[src/rtl/input_conditioner_if.sv]
// Button/frame bundle between the raw player controls, the video timing block
// and the game logic. The master side drives raw buttons and vsync; the
// slave side (the conditioner) returns the per-frame button snapshots.
interface input_conditioner_if #(
  parameter int NUM_BUTTONS = 5
);
  logic [NUM_BUTTONS-1:0] p1_inputs_n;
  logic [NUM_BUTTONS-1:0] p2_inputs_n;
  logic                   vsync;
  logic                   frame_tick;
  logic [NUM_BUTTONS-1:0] p1_held;
  logic [NUM_BUTTONS-1:0] p2_held;
  logic [NUM_BUTTONS-1:0] p1_pressed;
  logic [NUM_BUTTONS-1:0] p2_pressed;

  modport master (
    output p1_inputs_n, p2_inputs_n, vsync,
    input  frame_tick, p1_held, p2_held, p1_pressed, p2_pressed
  );

  modport slave (
    input  p1_inputs_n, p2_inputs_n, vsync,
    output frame_tick, p1_held, p2_held, p1_pressed, p2_pressed
  );
endinterface

[src/rtl/input_conditioner.sv]
// Player button conditioner: 2-flop synchroniser and counter debounce per
// button, then a once-per-frame snapshot on the vsync falling edge giving
// active-high held levels and one-frame new-press flags. Both players share
// one datapath vector: bits [NUM_BUTTONS-1:0] are player 1, the upper half
// player 2; no bit ever influences another.
module input_conditioner #(
  parameter int NUM_BUTTONS     = 5,
  parameter int DEBOUNCE_CYCLES = 250000,
  parameter int CNT_WIDTH       = 18
) (
  input  logic                clk,
  input  logic                reset,
  input_conditioner_if.slave  bus
);

  localparam int NB2 = 2 * NUM_BUTTONS;
  localparam logic [CNT_WIDTH-1:0] CNT_MAX  = CNT_WIDTH'(DEBOUNCE_CYCLES - 1);
  localparam logic [CNT_WIDTH-1:0] CNT_ONE  = CNT_WIDTH'(1);
  localparam logic [CNT_WIDTH-1:0] CNT_ZERO = {CNT_WIDTH{1'b0}};

  logic [NB2-1:0]       raw_s;
  logic [NB2-1:0]       sync1_q;
  logic [NB2-1:0]       sync2_q;
  logic [NB2-1:0]       btn_s;
  logic [NB2-1:0]       deb_q;
  logic [NB2-1:0]       deb_d;
  logic [CNT_WIDTH-1:0] cnt_q [NB2];
  logic [CNT_WIDTH-1:0] cnt_d [NB2];
  logic                 vsync_q;
  logic                 fall_s;
  logic                 frame_tick_q;
  logic [NB2-1:0]       held_q;
  logic [NB2-1:0]       held_d;
  logic [NB2-1:0]       pressed_q;
  logic [NB2-1:0]       pressed_d;

  assign raw_s  = {bus.p2_inputs_n, bus.p1_inputs_n};
  // Flop 2 output is still active-low; invert so 1 means pressed.
  assign btn_s  = ~sync2_q;
  assign fall_s = vsync_q & ~bus.vsync;

  // Two-stage synchroniser for the asynchronous button pins; idles released.
  always_ff @(posedge clk or negedge reset) begin
    if (!reset) begin
      sync1_q <= {NB2{1'b1}};
      sync2_q <= {NB2{1'b1}};
    end else begin
      sync1_q <= raw_s;
      sync2_q <= sync1_q;
    end
  end

  // Debounce next state: a level must disagree with the stable value for
  // DEBOUNCE_CYCLES consecutive cycles; any agreement restarts the count.
  always_comb begin
    deb_d = deb_q;
    for (int i = 0; i < NB2; i++) begin
      cnt_d[i] = CNT_ZERO;
      if (btn_s[i] == deb_q[i]) begin
        cnt_d[i] = CNT_ZERO;
      end else if (cnt_q[i] == CNT_MAX) begin
        deb_d[i] = btn_s[i];
        cnt_d[i] = CNT_ZERO;
      end else begin
        cnt_d[i] = cnt_q[i] + CNT_ONE;
      end
    end
  end

  // Debounce state and counters.
  always_ff @(posedge clk or negedge reset) begin
    if (!reset) begin
      deb_q <= {NB2{1'b0}};
      for (int i = 0; i < NB2; i++) begin
        cnt_q[i] <= CNT_ZERO;
      end
    end else begin
      deb_q <= deb_d;
      for (int i = 0; i < NB2; i++) begin
        cnt_q[i] <= cnt_d[i];
      end
    end
  end

  // Snapshot next state: on a vsync fall capture the pre-edge debounced
  // levels and flag buttons that were not held in the previous snapshot.
  always_comb begin
    held_d    = held_q;
    pressed_d = pressed_q;
    if (fall_s) begin
      held_d    = deb_q;
      pressed_d = deb_q & ~held_q;
    end else begin
      held_d    = held_q;
      pressed_d = pressed_q;
    end
  end

  // Frame edge detection and registered snapshot outputs.
  always_ff @(posedge clk or negedge reset) begin
    if (!reset) begin
      vsync_q      <= 1'b1;
      frame_tick_q <= 1'b0;
      held_q       <= {NB2{1'b0}};
      pressed_q    <= {NB2{1'b0}};
    end else begin
      vsync_q      <= bus.vsync;
      frame_tick_q <= fall_s;
      held_q       <= held_d;
      pressed_q    <= pressed_d;
    end
  end

  assign bus.frame_tick = frame_tick_q;
  assign bus.p1_held    = held_q[NUM_BUTTONS-1:0];
  assign bus.p2_held    = held_q[NB2-1:NUM_BUTTONS];
  assign bus.p1_pressed = pressed_q[NUM_BUTTONS-1:0];
  assign bus.p2_pressed = pressed_q[NB2-1:NUM_BUTTONS];

endmodule

[src/flat_wrapper.sv]
// flat-port wrapper written by rule: the top's interface ports become plain ports
module input_conditioner_flat 
#(
  parameter int NUM_BUTTONS     = 5,
  parameter int DEBOUNCE_CYCLES = 250000,
  parameter int CNT_WIDTH       = 18
)
  (clk, reset, bus_p1_inputs_n, bus_p2_inputs_n, bus_vsync, bus_frame_tick, bus_p1_held, bus_p2_held, bus_p1_pressed, bus_p2_pressed);
  input_conditioner_if #(.NUM_BUTTONS(NUM_BUTTONS)) bus_i ();
  input  logic clk;
  input  logic reset;
  input wire logic [$bits(bus_i.p1_inputs_n)-1:0] bus_p1_inputs_n;
  input wire logic [$bits(bus_i.p2_inputs_n)-1:0] bus_p2_inputs_n;
  input wire logic [$bits(bus_i.vsync)-1:0] bus_vsync;
  output wire logic [$bits(bus_i.frame_tick)-1:0] bus_frame_tick;
  output wire logic [$bits(bus_i.p1_held)-1:0] bus_p1_held;
  output wire logic [$bits(bus_i.p2_held)-1:0] bus_p2_held;
  output wire logic [$bits(bus_i.p1_pressed)-1:0] bus_p1_pressed;
  output wire logic [$bits(bus_i.p2_pressed)-1:0] bus_p2_pressed;
  assign bus_i.p1_inputs_n = bus_p1_inputs_n;
  assign bus_i.p2_inputs_n = bus_p2_inputs_n;
  assign bus_i.vsync = bus_vsync;
  assign bus_frame_tick = bus_i.frame_tick;
  assign bus_p1_held = bus_i.p1_held;
  assign bus_p2_held = bus_i.p2_held;
  assign bus_p1_pressed = bus_i.p1_pressed;
  assign bus_p2_pressed = bus_i.p2_pressed;
  input_conditioner #(.NUM_BUTTONS(NUM_BUTTONS), .DEBOUNCE_CYCLES(DEBOUNCE_CYCLES), .CNT_WIDTH(CNT_WIDTH)) u_core (.clk(clk), .reset(reset), .bus(bus_i));
endmodule
[config.mk]
export PLATFORM = sky130hd
export DESIGN_NAME = input_conditioner_flat
export DESIGN_NICKNAME = d
export VERILOG_FILES = /design/src/rtl/input_conditioner_if.sv /design/src/rtl/input_conditioner.sv /design/src/flat_wrapper.sv
export SDC_FILE = /design/constraint.sdc
export NUM_CORES = 1
export LEC_CHECK = 0
export CAP_MARGIN = 20
export CORE_UTILIZATION = 55
export CTS_CLUSTER_DIAMETER = 100
export DETAILED_ROUTE_END_ITERATION = 10
export PLACE_DENSITY = 0.79
export SLEW_MARGIN = 25
export SYNTH_ARGS = -nofsm -noshare
export SYNTH_HDL_FRONTEND = slang
export SYNTH_SLANG_ARGS = --single-unit
[constraint.sdc]
create_clock -name clk -period 4.8 [get_ports clk]
set_clock_uncertainty 0.05 [all_clocks]
set_input_delay 0.96 -clock clk [delete_from_list [all_inputs] [get_ports clk]]
set_output_delay 0.96 -clock clk [all_outputs]
set_load 0.01 [all_outputs]
* Yosys cells after proc, flatten, opt, wreduce, memory -nomap -nowiden
Index checks and enable logic that the tools add are counted.
** Word-level totals
- Logic and storage cells :: 101
- Flip-flop bits (word level) :: 232
- Output and inout bits :: 21
** Operators by class
- Reduce and logical (&&, ||, !) cells :: 10
- Multiplexer cells :: 20
- Equal/unequal tests :: 20
- Add/sub/neg operators :: 10
- Bitwise logic cells :: 15
** Operator list (number)
- 18-bit two-way mux :: 20
- 18-bit by 1-bit adder with 18-bit output, second input constant :: 10
- 18-bit equality test, second input constant :: 10
- 10-bit NOT :: 2
- 2-bit AND reduction :: 10
- 1-bit NOT :: 11
- 10-bit AND :: 1
- 1-bit equality test :: 10
- 1-bit AND :: 1

* Logic depth before layout (Yosys ltp)
- Depth after elaboration :: 4
- Gate-level depth with buffers :: 6

* Worst setup path before layout
OpenSTA, ideal clock, no wires.
- Path type :: reg-to-reg
- Start point :: reg u_core.cnt_q[6] (netlist bit)
- End point :: reg u_core.cnt_q[14] (netlist bit)
- Stages on the path, launching flop included :: 6
- Clock period less this slack :: 2022 ps
- Path buffers :: 1
- Library setup time :: 119 ps
- Arrival :: 1854 ps
- Required time :: 4631 ps
- Setup slack :: 2778 ps
- Path through :: dfrtp_1 or4b_1 or4_4 o21ai_4 buf_6 nor2_1
** RTL lines
- start, declared :: line input_conditioner.sv:27 : logic [CNT_WIDTH-1:0] cnt_q [NB2];
- start signal, assigned by index :: line input_conditioner.sv:80 : cnt_q[i] <= cnt_d[i];

* Final worst setup path
- Start point :: reg u_core.held_q[8]
- End point :: out bus_p2_held[3]
** RTL lines
- start, declared :: line input_conditioner.sv:32 : logic [NB2-1:0] held_q;
- start signal, assigned :: line input_conditioner.sv:104 : held_q <= {NB2{1'b0}};
- start signal, assigned :: line input_conditioner.sv:109 : held_q <= held_d;
- end, declared :: line flat_wrapper.sv:17 : output wire logic [$bits(bus_i.p2_held)-1:0] bus_p2_held;
No word-level cell between the ends.

==> impl_results.md <==
- Combinational Power Share: 0.032
- Fraction of registers with async set/reset: 1.00
- Crit start category: flop
- Synth area leaders: dfrtp_1 49%, xnor2_1 7.8%, nor2_1 6.2%, dfstp_2 5.2%, xor2_1 3.8%
- Drt drc: 0
- Fin. max-slew vios: 0
- Sequential share of power: 0.510
- DP Wirelength: 12900 µm
- Antenna violations before repair: 0
- Clock share of power: 0.457
- Port Buffers: 33
- Net Sw Frac: 0.219
- Data required, critical path: 3790 ps
- Routed WL per cell: 14.3 µm
- CP max FO: 3
- Primary FF master, synth: dfrtp_1
- CORE AREA: 18900 µm²
- CP startpoint: u_core.held_q[8]
- Ys Warns: 0
- Worst Path Buf+Inv: 1
- Setup bufs post-CTS: 0
- RSZ-0062 raised after global routing: no
- Fin crit period: 2510 ps
- Hold buffers post-CTS: 0
- Ports: 34
- Max incr delay on CP: 610 ps
- Cell Area, Synth: 10700 µm²
- Worst R2R Start: u_core.cnt_q[46]
- Max Fclk: 398 MHz
- Largest net degree at the start of global routing: 97
- Area growth syn-to-layout: 13.2%
- Share of cells above drive strength 1: 0.0828
- H-tree levels: 1
- Reg2reg setup slack: 2490 ps
- Global-route wire length before repair: 33900 µm
- Vias in the first global route: 7297
- Average size of a mapped cell: 10.2 µm²
- Worst Hold Class: flop to flop
- Relative slew slack: 0.375
- VDD IR max: 0.000247 V
- Drt pass-1 iters: 5
- Synth area leader: dfrtp_1
- Dpl cells: 1325
- Horiz. Die Dim: 141 µm
- Resized cells post-CTS: 0
- Initial detailed-routing violation count: 427
- Worst EP arrival: 1500 ps
- Worst Setup End Kind: output port
- Avg Vias per Cell: 5.59
- Post-synth EDFFs: 0
- CP max stage cell: clkdlybuf4s50_1
- Post-synthesis cell type count: 42
- Clock buffer depth: 3
- Final setup margin: 2290 ps
- Pleak: 0.00480 µW
- ANT cells: 0
- Clk sinks: 232
- CP top delay family: buffers and inverters
- Total gr overflow: 0
- CP Class: flop to output port
- Synth top area share: 0.494
- Pre-CTS setup slack: 2230 ps
- Maxcap violations: 0
- CTS Buf Count: 25
- Final worst path period share: 0.523
- Setup-failing EPs final: 0
- Initial Utilization: 0.566
- Global Route Usage Sum: 0.203
- Syn Inst Count: 1046
- CTS tree: done
- Worst Hold Launch: u_core.sync1_q[8]
- Final WL: 19600 µm
- Synth cell count leaders: 211 x dfrtp_1, 176 x nor2_1, 95 x xnor2_1
- Psw: 868 µW
- Cell-by-cell trace of the critical path: clkdlybuf4s50_1
- Clk slew on worst S/H paths: 60 ps
- Pwr per Cell Area: 327 nW/µm²
- Internal Power: 3090 µW
- Final ANT Viol Nets: 0
- Final Wtd Congestion: 0.818
- Mapped Nets: 1069
- Total number of vias: 7658
- Clock latency on the worst-skew pair: 520 ps
- Rows: 50
- Sequential share of the synthesized area: 0.545
- TNS Setup: 0 ps
- Worst-Margin Slew: 934 ps
- Final hold vios: 0
- # fillers: 1475
- Die area: 20000 µm²
- Final nets: 1115
- Root buffer cell: clkbuf_16
- Most common cell in the netlist: dfrtp_1
- Yosys reg bits: 232
- Die Y: 141 µm
- Status: complete, no violations
- Layout Cells excl Fill: 1371
==> power by group through the flow <==
stage               Combinational (µW)  Clock (µW)  Sequential, µW
finish                             128        1810            2020
global route                       149        1940            2020
CTS                                133        1850            2020
detailed placement                 132           0            2060
global placement                   129           0            2050
floorplan                         65.7           0            2050
==> path summary, 6_finish.rpt <==
kind	endpoint	depth (start not counted)
min	u_core.sync2_q[8]	0
max	bus_p2_held[3]	1
min in group asynchronous	u_core.cnt_q[177]	1
min reg2reg	u_core.sync2_q[8]	0
max in group asynchronous	u_core.deb_q[9]	2
max reg2reg	u_core.cnt_q[52]	4
==> worst register-to-register path, delay by kind of cell (launching register included) <==
kind,cells,cell delay [ps]
simple gates,3,1070
flops,1,450
compound gates,1,590
==> stage by stage <==
stage | utilization | power [µW] | cell area, µm² | hold slack (ps)
floorplan | - | 2110 | 10700 | 295
global placement | 0.599 | 2180 | 11300 | 296
detailed placement | 0.600 | 2190 | 11300 | 297
CTS | 0.641 | 4000 | 12100 | 304
global route | 0.641 | 4120 | 12100 | 306
finish | 0.641 | 3960 | 12100 | 305
==> metal layers <==
| layer | track usage | routed length [µm] | vias up |
|---|---|---|---|
| met5 | 0 | 0 | - |
| met4 | 0.0470 | 386 | 0 |
| met3 | 0.0337 | 857 | 33 |
| met2 | 0.335 | 9180 | 134 |
| met1 | 0.282 | 9170 | 3722 |
| li1 | - | - | 3769 |
==> final cells by class <==
cell class                 count  area (µm²)  share of cell area
sequential                   232        5830               0.482
multi-input combinational    758        4640               0.383
clock buffer                  34         689              0.0570
timing repair buffer          39         393              0.0325
tap                          260         325              0.0269
inverter                      36         135              0.0112
clock inverter                12        88.8             0.00734
==> layout by cell type (no fill, tap or decap), types with 25 or more instances in the layout <==
cell               n
nand4_1           53
nor4_1            33
clkbuf_16         25
clkdlybuf4s50_1   32
dfrtp_1          211
o31ai_1           27
inv_1             36
xor2_1            47
nor2_1           176
nand2_1           65
a21oi_1           28
xnor2_1           95
nand3_1           60
==> flip-flops by register name (all words and copies together), names as in the netlist <==
name	flops
u_core.deb_q	10
u_core.cnt_q	180
u_core.sync1_q	10
u_core.bus.frame_tick	1
u_core.held_q	10
u_core.vsync_q	1
u_core.pressed_q	10
u_core.sync2_q	10
==> cell families after synthesis <==
family | Yosys count | synth area share
AOI/OAI and AO/OA | 92 | 0.0562
xor gates and xnor gates | 142 | 0.116
adders and majority gates | 10 | 0.0117
buffers and inverters | 56 | 0.0214
DFF | 232 | 0.545
muxes | 9 | 0.00889
and+or+nand+nor | 505 | 0.240
Power figures use the tool's default switching activity.
